[src/rtl/sail_mem_pkg.sv]
// Shared definitions for the data memory load/store initiator.
//   funct3 codes      : RV32I load/store size encodings
//   SM_* constants    : sign_mask fields seen by data_mem ([3] signed, [2:0] byte enables)
//   state_t           : master FSM states
//   LED_ADDR          : memory-mapped LED word; an ordinary word store as far as the master is concerned
package sail_mem_pkg;

    localparam logic [2:0] F3_B  = 3'b000;
    localparam logic [2:0] F3_H  = 3'b001;
    localparam logic [2:0] F3_W  = 3'b010;
    localparam logic [2:0] F3_BU = 3'b100;
    localparam logic [2:0] F3_HU = 3'b101;

    localparam logic [3:0] SM_BYTE   = 4'b0001;
    localparam logic [3:0] SM_HALF   = 4'b0011;
    localparam logic [3:0] SM_WORD   = 4'b0111;
    localparam logic [3:0] SM_SIGNED = 4'b1000;

    localparam logic [31:0] LED_ADDR = 32'h0000_2000;

    typedef enum logic [2:0] {
        ST_IDLE     = 3'd0,
        ST_RD_ISSUE = 3'd1,
        ST_RD_WAIT  = 3'd2,
        ST_WR_ISSUE = 3'd3,
        ST_RESP     = 3'd4
    } state_t;

endpackage

[src/rtl/mem_size_decode.sv]
// Combinational access decode: funct3 + low address bits -> data_mem sign_mask
// and a misaligned/illegal flag.
//   we        in  1  1 = store (stores are never signed; BU/HU are not store encodings)
//   funct3    in  3  RV32I funct3
//   addr_lo   in  2  byte address bits [1:0]
//   sign_mask out 4  [3] signed, [2:0] size
//   misaligned out 1 access must not reach memory
module mem_size_decode
    import sail_mem_pkg::*;
(
    input  logic       we,
    input  logic [2:0] funct3,
    input  logic [1:0] addr_lo,
    output logic [3:0] sign_mask,
    output logic       misaligned
);

    always_comb begin
        sign_mask  = '0;
        misaligned = 1'b0;
        case (funct3)
            F3_B: begin
                sign_mask = we ? SM_BYTE : (SM_BYTE | SM_SIGNED);
            end
            F3_H: begin
                sign_mask  = we ? SM_HALF : (SM_HALF | SM_SIGNED);
                misaligned = addr_lo[0];
            end
            F3_W: begin
                sign_mask  = SM_WORD;
                misaligned = (addr_lo != 2'b00);
            end
            F3_BU: begin
                sign_mask  = SM_BYTE;
                misaligned = we;
            end
            F3_HU: begin
                sign_mask  = SM_HALF;
                misaligned = we | addr_lo[0];
            end
            default: begin
                misaligned = 1'b1;
            end
        endcase
    end

endmodule

[src/rtl/data_mem_master.sv]
// Load/store initiator between the core MEM stage and data_mem.
// Accepts one request, issues a single-cycle memread or memwrite, waits for the
// read completion (mem_clk_stall), and returns one response pulse.
//   clk, reset                      clock and async active-high reset
//   req_valid/req_ready             request handshake
//   req_we/req_funct3/req_addr/req_wdata  request payload
//   resp_valid/resp_rdata/resp_err  one-cycle response
//   mem_*                           data_mem interface
module data_mem_master
    import sail_mem_pkg::*;
#(
    parameter int TIMEOUT = 4,
    parameter int CNT_W   = 3
) (
    input  logic        clk,
    input  logic        reset,
    input  logic        req_valid,
    output logic        req_ready,
    input  logic        req_we,
    input  logic [2:0]  req_funct3,
    input  logic [31:0] req_addr,
    input  logic [31:0] req_wdata,
    output logic        resp_valid,
    output logic [31:0] resp_rdata,
    output logic        resp_err,
    output logic [31:0] mem_addr,
    output logic [31:0] mem_write_data,
    output logic        mem_memwrite,
    output logic        mem_memread,
    output logic [3:0]  mem_sign_mask,
    input  logic [31:0] mem_read_data,
    input  logic        mem_clk_stall
);

    localparam logic [CNT_W-1:0] TIMEOUT_C = CNT_W'(TIMEOUT);

    state_t           state, state_nx;
    logic [CNT_W-1:0] cnt, cnt_nx, cnt_inc;
    logic [3:0]       dec_mask;
    logic             dec_misaligned;
    logic             accept;
    logic             capture;
    logic [31:0]      rdata_nx;
    logic             err_nx;

    mem_size_decode u_decode (
        .we         (req_we),
        .funct3     (req_funct3),
        .addr_lo    (req_addr[1:0]),
        .sign_mask  (dec_mask),
        .misaligned (dec_misaligned)
    );

    // data_mem has no reset; holding off while it still reports a read that was
    // in flight at reset keeps that stale completion from being taken as ours.
    assign req_ready = (state == ST_IDLE) & ~mem_clk_stall;
    assign accept    = req_valid & req_ready;
    assign cnt_inc   = cnt + 1'b1;

    always_comb begin
        state_nx = state;
        cnt_nx   = cnt;
        rdata_nx = '0;
        err_nx   = 1'b0;
        capture  = 1'b0;
        case (state)
            ST_IDLE: begin
                if (accept) begin
                    if (dec_misaligned) begin
                        err_nx   = 1'b1;
                        state_nx = ST_RESP;
                    end else begin
                        capture  = 1'b1;
                        state_nx = req_we ? ST_WR_ISSUE : ST_RD_ISSUE;
                    end
                end
            end
            ST_RD_ISSUE: begin
                cnt_nx   = '0;
                state_nx = ST_RD_WAIT;
            end
            ST_RD_WAIT: begin
                if (mem_clk_stall) begin
                    rdata_nx = mem_read_data;
                    state_nx = ST_RESP;
                end else begin
                    cnt_nx = cnt_inc;
                    if (cnt_inc == TIMEOUT_C) begin
                        err_nx   = 1'b1;
                        state_nx = ST_RESP;
                    end
                end
            end
            ST_WR_ISSUE: begin
                state_nx = ST_RESP;
            end
            ST_RESP: begin
                state_nx = ST_IDLE;
            end
            default: begin
                state_nx = ST_IDLE;
            end
        endcase
    end

    always_ff @(posedge clk or posedge reset) begin
        if (reset) begin
            state <= ST_IDLE;
            cnt   <= '0;
        end else begin
            state <= state_nx;
            cnt   <= cnt_nx;
        end
    end

    // Strobes and response are registered off the next state so each is a clean
    // one-cycle pulse aligned with the state that owns it.
    always_ff @(posedge clk or posedge reset) begin
        if (reset) begin
            mem_memread  <= 1'b0;
            mem_memwrite <= 1'b0;
            resp_valid   <= 1'b0;
            resp_rdata   <= '0;
            resp_err     <= 1'b0;
        end else begin
            mem_memread  <= (state_nx == ST_RD_ISSUE);
            mem_memwrite <= (state_nx == ST_WR_ISSUE);
            resp_valid   <= (state_nx == ST_RESP);
            resp_rdata   <= rdata_nx;
            resp_err     <= err_nx;
        end
    end

    // Address/data/mask stay put after the access until the next accepted
    // aligned request; rejected requests never touch the memory bus.
    always_ff @(posedge clk or posedge reset) begin
        if (reset) begin
            mem_addr       <= '0;
            mem_write_data <= '0;
            mem_sign_mask  <= '0;
        end else if (capture) begin
            mem_addr       <= req_addr;
            mem_write_data <= req_wdata;
            mem_sign_mask  <= dec_mask;
        end
    end

endmodule

[config.mk]
export PLATFORM = sky130hd
export DESIGN_NAME = data_mem_master
export DESIGN_NICKNAME = d
export VERILOG_FILES = /design/src/rtl/sail_mem_pkg.sv /design/src/rtl/mem_size_decode.sv /design/src/rtl/data_mem_master.sv
export SDC_FILE = /design/constraint.sdc
export NUM_CORES = 1
export LEC_CHECK = 0
export ABC_AREA = 1
export CAP_MARGIN = 20
export CELL_PAD_IN_SITES_DETAIL_PLACEMENT = 1
export CELL_PAD_IN_SITES_GLOBAL_PLACEMENT = 1
export CORE_MARGIN = 2
export CORE_UTILIZATION = 31
export DETAILED_ROUTE_END_ITERATION = 12
export GPL_TIMING_DRIVEN = 0
export PLACE_DENSITY_LB_ADDON = 0.08
export SETUP_SLACK_MARGIN = 0.05
export SLEW_MARGIN = 20
export SYNTH_ARGS = -nofsm -noshare
export SYNTH_HDL_FRONTEND = slang
export SYNTH_SLANG_ARGS = --single-unit
[constraint.sdc]
create_clock -name clk -period 7.9 [get_ports clk]
set_clock_uncertainty 0.15 [all_clocks]
set_input_delay 1.58 -clock clk [delete_from_list [all_inputs] [get_ports clk]]
set_output_delay 1.58 -clock clk [all_outputs]
set_load 0.02 [all_outputs]
### Yosys cells after proc, flatten, opt, wreduce, memory -nomap -nowiden

Index checks and enable logic that the tools add are counted.

* add/sub/neg operators: 1
* eq/ne operators: 12
* bitwise logic cells: 4
* reductions and logical operators: 5
* muxes and demuxes: 22

Operator list (count)
* 2-to-1 mux 32 bit: 2
* case mux 4 bit (5 select lines): 1
* 2-to-1 mux 3 bit: 5
* equality test 3 x 2 -> 1 bit (second input constant): 4
* equality test 3 bit (second input constant): 4
* case mux 3 bit (4 select lines): 1
* equality test 3 x 1 -> 1 bit (second input constant): 3
* 2-to-1 mux 4 bit: 2
* 2-to-1 mux 1 bit: 7
* logical NOT 3 bit: 2
* case mux 3 bit (2 select lines): 1
* case mux 1 bit (5 select lines): 1
* nonzero test 2 bit: 2
* adder 3 x 1 -> 3 bit (second input constant): 1
* bitwise AND 1 bit: 2
* 2-to-1 mux 2 bit: 1
* != test 2 bit (second input constant): 1
* case mux 1 bit (2 select lines): 1
* AND reduction 2 bit: 1
* inverter 1 bit: 1
* OR 1 bit: 1

* output and inout bits: 105
* bits of input ports: 104
* bits in registers: 110
* logic and storage cells: 54

### Depth between registers and ports, before layout

Gate-level depths: netlist (run 1).

* depth in word-level cells: 6
* gate-level depth with buffers: 11
* gate-level depth less buffers: 9

### Modules after synthesis

A second synthesis (run 1) with hierarchy kept.

* cell total of the unflattened synthesis: 461
* area total of the unflattened synthesis: 4350.4 sq um

By module, submodules not included
* data_mem_master: seq. area each 2752.6 sq um, area each 4286.6 sq um, times used 1, cells an instance 450
* mem_size_decode: seq. area each 0.0 sq um, area each 63.8 sq um, times used 1, cells an instance 11

### Least setup slack after synthesis (run 1)

OpenSTA, ideal clock, no wires.

* path kind: input-to-output
* start: input mem_clk_stall
* end: output req_ready
* stages: 3
* slack: 4270 ps
* required time: 6170 ps
* data arrival time: 1900 ps
* cell sequence: inv_1 > nand3_1 > inv_1

* word-level cells in the longest chain between the ends: 2

RTL lines
* start: declaration: line data_mem_master.sv:32 `input logic mem_clk_stall`
* inverter 1 bit: line data_mem_master.sv:56 `assign req_ready = (state == ST_IDLE) & ~mem_clk_stall;`
* bitwise AND 1 bit: line data_mem_master.sv:56
* end: declaration: line data_mem_master.sv:18 `output logic req_ready,`

Every way passes these cells.

### Final worst setup path (run 1)

Same ends and word-level chain as after synthesis.

==> run metrics, run 1 <==
Die Wd=approximately 120 µm; number of post-CTS setup repair buffers=0; Core Area=13200 µm²; WP data arrival=between 2 and 3 ns; Critical Path Start Type=input pin; share of cells above drive strength 1=5.43%; Int Pwr=roughly 0.0013 W; slowest stage delay, CP=0.61 ns; CTS Buf Count=9; Sw Share=a little under a third; CTS Sinks=110; synthesized area=4190 µm²; Total GRT Usage=17.6%; Crit Path Class=input pin to output pin; status=finished clean; antenna violations before repair=0; Final min period=4.69 ns; # DRC=0; DIE HEIGHT=120 µm; average size of a mapped cell=9.18 µm²; final setup violation count=0; Via Count=between 3000 and 4000; CTS Hold Bufs=0; vias in the first global route=4001; Clock Latency Late Sink=0.35 ns; pin count of the biggest net entering global routing=63; IO Port Bufs=roughly 210; relative slew slack=between 60% and 70%; Reg power frac=39.8%; num rows=42; period utilization=59.4%; GPL Wtd Cong=between 0.7 and 0.8; CTS Buffer Depth=2; DR WL/cell=around 14 µm; IO Pins=209; H-tree depth=3; Area growth, synth to finish=63.5%; Vias/cell=~4.3; sequential area share after synthesis=65.8%; Initial Util=about a third; fin area=just under 7000 µm²; fmax=213 MHz; Slew Limit Fails=0; Hold WC Path Type=register to register; commonest non-fill, non-tap cell in the layout=nand2_1; slowest CP cell=clkdlybuf4s50_1; sw power=0.000615 W; Worst path top cell family by delay=buffers and inverters; Synth warnings=0; FF+latch count, synth=110; Pre-antenna DRT Iters=4; Gate power share=roughly a third; worst vdd ir=between 0.1 and 0.15 mV; fin nets=782; drt total wl=12100 µm; clock-pin slew on the worst setup and hold paths=0.07 ns; crit-path cells=clkdlybuf4s50_1, inv_1, nand3_1, inv_1, clkdlybuf4s50_1; count of cell types in the netlist=17; critical path endpoint category=output pin; syn nets=562; WP data required=between 6 and 7 ns; ant diodes=0; CTS tree=built; leakage power total=around 3.4 nW; Worst-Margin Slew=roughly 0.47 ns; synthesized instance count=456; Cell Pwr Density=281 nW/µm²; commonest non-fill, non-tap cells in the layout=214 x nand2_1, 208 x clkdlybuf4s50_1, 110 x dfrtp_1, 44 x inv_1, 39 x nor2_1; first-pass GRT wire length=19900 µm; Die ar.=about 14000 µm²; crit-path max FO=4; Resized Gates After CTS=0; Hold WS=0.313 ns; clock root cell=clkbuf_16; clock group share of total power=between 20% and 30%; Post-DRT Antenna Nets=0; detailed placement HPWL=9030 µm; Setup TNS=0 ns; Placed Area=around 6500 µm²; 1st-iter DRT viols=134; final hold vios=0; RSZ-0062 raised after global routing=false; Max Cap Viol=0; Worst Path Buf+Inv=4; total gr overflow=0
==> sequential cells by signal, indices dropped and copies added (netlist names) <==
register and flops:
state 3, resp_rdata 32, mem_sign_mask 4, mem_addr 32, mem_memwrite 1, mem_memread 1, resp_err 1, mem_write_data 32
cnt 3, resp_valid 1
==> metrics by stage <==
| stage | power, W | setup WS, ns | util [%] | cells |
|---|---|---|---|---|
| 4_1_cts | 0.00196 | 3.19 | 51.9 | 857 |
| 3_5_place_dp | 0.00145 | 3.19 | 49.4 | 841 |
| 5_1_grt | 0.00204 | 3.11 | 51.9 | 857 |
| 2_1_floorplan | 0.00107 | 3.27 | - | 456 |
| 6_report | 0.00192 | 3.21 | 51.9 | 857 |
| 3_3_place_gp | 0.00143 | 1.47 | 49.2 | 840 |
==> kinds of logic (layout without fill, tap and decap cells) <==
family | Yosys count | after routing | synth area share (%)
adders and majority gates | 2 | 2 | 0.598
and+or+nand+nor | 268 | 268 | 24.6
AOI/OAI and AO/OA | 10 | 10 | 1.29
DFF | 110 | 110 | 65.8
buffers and inverters | 66 | 291 | 7.77
==> worst reg2reg max path, delay by kind of cell (launching register included) <==
kind	cells	cell delay (ns)
DFF	1	0.42
and+or+nand+nor	6	0.64
buffers and inverters	2	0.39
==> metal layers <==
layer	vias up	part of all wire [%]	GRT usage, %
li1	1782	-	-
met1	1756	41	20.2
met2	121	48	29.5
met3	11	9.2	6.75
met4	0	1.8	7.19
met5	-	0	0
==> Yosys cell counts <==
master    instances  area share, %
nand2_1         214             19
dfrtp_1         110             66
inv_1            45            4.0
nor2_1           39            3.5
nand3_1          14            1.7
buf_6             7            1.9
buf_4             6            1.1
o21ai_0           6           0.72
clkbuf_1          3           0.27
inv_2             3           0.27
buf_2             2           0.24
ha_1              2           0.60
a21oi_1           1           0.12
nor3_2            1           0.24
o21ai_1           1           0.12
o21bai_1          1           0.18
o22ai_1           1           0.15
==> power groups by stage <==
stage | clock (W) | sequential (W) | combinational (W)
CTS | 0.000513 | 0.000766 | 0.000677
floorplan | 0 | 0.000934 | 0.000139
global placement | 0 | 0.000771 | 0.000660
finish | 0.000494 | 0.000765 | 0.000664
detailed placement | 0 | 0.000777 | 0.000673
global route | 0.000533 | 0.000785 | 0.000719
==> final timing paths <==
kind | end | startpoint | slack [ns] | depth (start not counted)
min in group asynchronous | mem_write_data[7] | reset | 1.48 | 2
worst min register to register | mem_sign_mask[0] | mem_sign_mask[0] | 0.31 | 2
max in group asynchronous | mem_write_data[21] | reset | 5.45 | 3
worst max register to register | mem_write_data[28] | state[0] | 6.18 | 8
worst max-delay path | req_ready | mem_clk_stall | 3.21 | 5
worst min-delay path | mem_sign_mask[0] | mem_sign_mask[0] | 0.31 | 2
==> cell type report <==
cell class	instances	area [µm²]
clock buffer	10	239
buffer	18	145
timing repair buffer	209	2110
fill	1502	6340
tap	176	220
sequential	110	2750
inverter	48	185
multi-input combinational	280	1110
clock inverter	6	85.1
Power figures use the tool's default switching activity.
==> inputs of run 2 (changes only) <==
--- a/config.mk
+++ b/config.mk
@@ -10,7 +10,7 @@
 export CELL_PAD_IN_SITES_DETAIL_PLACEMENT = 1
 export CELL_PAD_IN_SITES_GLOBAL_PLACEMENT = 1
 export CORE_MARGIN = 2
-export CORE_UTILIZATION = 31
+export CORE_UTILIZATION = 26
 export DETAILED_ROUTE_END_ITERATION = 12
 export GPL_TIMING_DRIVEN = 0
 export PLACE_DENSITY_LB_ADDON = 0.08
==> constraint.sdc (replaced) <==
create_clock -name clk -period 4.2 [get_ports clk]
set_clock_uncertainty 0.15 [all_clocks]
set_input_delay 0.84 -clock clk [delete_from_list [all_inputs] [get_ports clk]]
set_output_delay 0.84 -clock clk [all_outputs]
set_load 0.02 [all_outputs]
==> run metrics, run 2 (synthesized netlist as in run 1, its figures left out) <==
relative slew slack=58.2% (-11 points); Die Wd=131 µm (+8.9%); commonest non-fill, non-tap cell in the layout=nand2_1; status=finished clean; number of post-CTS setup repair buffers=0 (unchanged); fin nets=782 (unchanged); first-pass GRT wire length=19600 µm (-1.3%); pin count of the biggest net entering global routing=67 (+6.3%); Initial Util=26.5% (-5.3 points); IO Pins=209 (unchanged); CP endpoint=req_ready; total gr overflow=0 (unchanged); Slew Limit Fails=0 (unchanged); Core Area=15800 µm² (+20%); commonest non-fill, non-tap cells in the layout=214 x nand2_1, 208 x clkdlybuf4s50_1, 110 x dfrtp_1, 44 x inv_1, 39 x nor2_1; sw power=0.00119 W (+93%); Top Usage Layer GRT=met2; WP data arrival=2.20 ns (-0.76 ns); crit-path max FO=4 (unchanged); CTS Hold Bufs=0 (unchanged); Die ar.=17100 µm² (+19%); Resized Gates After CTS=0 (unchanged); leakage power total=3.43 nW (-0.58%); CTS tree=built; ant diodes=0 (unchanged); # DRC=0 (unchanged); Total GRT Usage=15.0% (-2.6 points); DIE HEIGHT=131 µm (+8.9%); met3 Usage GRT=7.17% (+0.42 points); final hold vios=0 (unchanged); final setup violation count=0 (unchanged); Largest regs=mem_addr x32, mem_write_data x32, resp_rdata x32; Hold WC Path Type=register to register; period utilization=75.8%; CTS Buf Count=9 (unchanged); Max Cap Viol=0 (unchanged); GPL Wtd Cong=0.744 (-2.0%); worst reg-to-reg setup slack=2.50 ns (-3.68 ns); Reg power frac=41.0% (+1.2 points); Crit. Startpoint=mem_clk_stall; CTS Sinks=110 (unchanged); Int Pwr=0.00233 W (+78%); vias in the first global route=3939 (-1.5%); detailed placement HPWL=9360 µm (+3.7%); Crit Path Class=input pin to output pin; Worst-Margin Slew=0.628 ns (+0.161 ns); Cell Pwr Density=514 nW/µm² (+83%); DR WL/cell=13.8 µm (-2.2%); Critical Path Start Type=input pin; Pre-antenna DRT Iters=3 (-1); H-tree depth=3 (unchanged); GRT met1 Usage=17.0% (-3.2 points); start of the worst register-to-register path=state[2]; 1st-iter DRT viols=107 (-20%); drt total wl=12400 µm (+2.3%); clock group share of total power=23.5% (-2.2 points); Final min period=3.19 ns; RSZ-0062 raised after global routing=false; clock-pin slew on the worst setup and hold paths=0.08 ns (about the same); Vias/cell=4.10 (-4.3%); antenna violations before repair=0 (unchanged); clock root cell=clkbuf_16; Via Count=3676 (+0.16%); Sw Share=33.7% (+1.7 points); M2 GR Usage=24.8% (-4.7 points); share of cells above drive strength 1=5.43% (unchanged); Clock Latency Late Sink=0.35 ns (about the same); post-layout util=43.3% (-8.6 points); WP data required=3.21 ns (-2.96 ns); num rows=46 (+9.5%); Fillers=1787 (+19%); CTS Buffer Depth=2 (unchanged); Hold WS=0.317 ns (+0.00362 ns); Area growth, synth to finish=63.7%; Post-DRT Antenna Nets=0 (unchanged); fmax=around 310 MHz; IO Port Bufs=208 (unchanged); Gate power share=35.5% (+1.0 points); critical path endpoint category=output pin; FF-to-FF End=mem_write_data[25]; R2R depth=8 (unchanged); worst vdd ir=0.238 mV (+120%)
run 2: cell types whose count changed in the layout (fill, tap and decap cells not counted):
cell	delta
bufinv_16	-2
inv_6	+2
clkbuf_8	-1
clkinv_2	-1
clkinv_4	+1
inv_8	+1
run 2: power by group through the flow:
| stage | sequential [W] | clock, W | combinational (W) |
|---|---|---|---|
| floorplan | 0.00176 | 0 | 0.000261 |
| global placement | 0.00145 | 0 | 0.00125 |
| detailed placement | 0.00147 | 0 | 0.00127 |
| CTS | 0.00145 | 0.000866 | 0.00127 |
| global route | 0.00148 | 0.000902 | 0.00136 |
| finish | 0.00144 | 0.000829 | 0.00125 |
run 2: worst min-delay path by stage:
stage / cells after the start / startpoint / slack (ns) / endpoint
2_1_floorplan: 1 / cnt[0] / 0.34 / cnt[0]
3_3_place_gp: 2 / mem_sign_mask[0] / 0.30 / mem_sign_mask[0]
3_5_place_dp: 2 / mem_sign_mask[0] / 0.30 / mem_sign_mask[0]
4_1_cts: 2 / mem_sign_mask[0] / 0.32 / mem_sign_mask[0]
5_1_grt: 2 / mem_addr[27] / 0.36 / mem_addr[27]
6_report: 2 / mem_sign_mask[0] / 0.32 / mem_sign_mask[0]
run 2: per-layer routing:
metal  part of all wire [%]  vias to the layer above
li1                       -                     1786
met1                     41                     1748
met2                     47                      130
met3                     10                       12
met4                    1.6                        0
met5                      0                        -
run 2: final cells by class:
class	instances	area [µm²]	area share (%)
Clock buffer	9	225	3.29
Tap cell	216	270	3.94
Buffer	18	145	2.12
Timing Repair Buffer	209	2110	30.8
Sequential cell	110	2750	40.2
Multi-Input combinational cell	280	1110	16.2
Clock inverter	7	57.6	0.840
Inverter	48	185	2.70
run 2: metrics by stage:
step	cell area (µm²)	TNS (ns)	total power (W)	instances	setup WS, ns
4_1_cts	6850	0	0.00359	897	1.00
3_5_place_dp	6570	0	0.00274	881	1.00
3_3_place_gp	6540	-171.65	0.00270	880	-1.57
2_1_floorplan	4190	0	0.00202	456	0.308
5_1_grt	6850	0	0.00374	897	0.939
6_report	6850	0	0.00352	897	1.01
run 2: worst max-delay path: stages:
cell and delay [ns]:
clkdlybuf4s50_1 0.42, inv_1 0.13, nand3_1 0.13, inv_1 0.07
clkdlybuf4s50_1 0.61
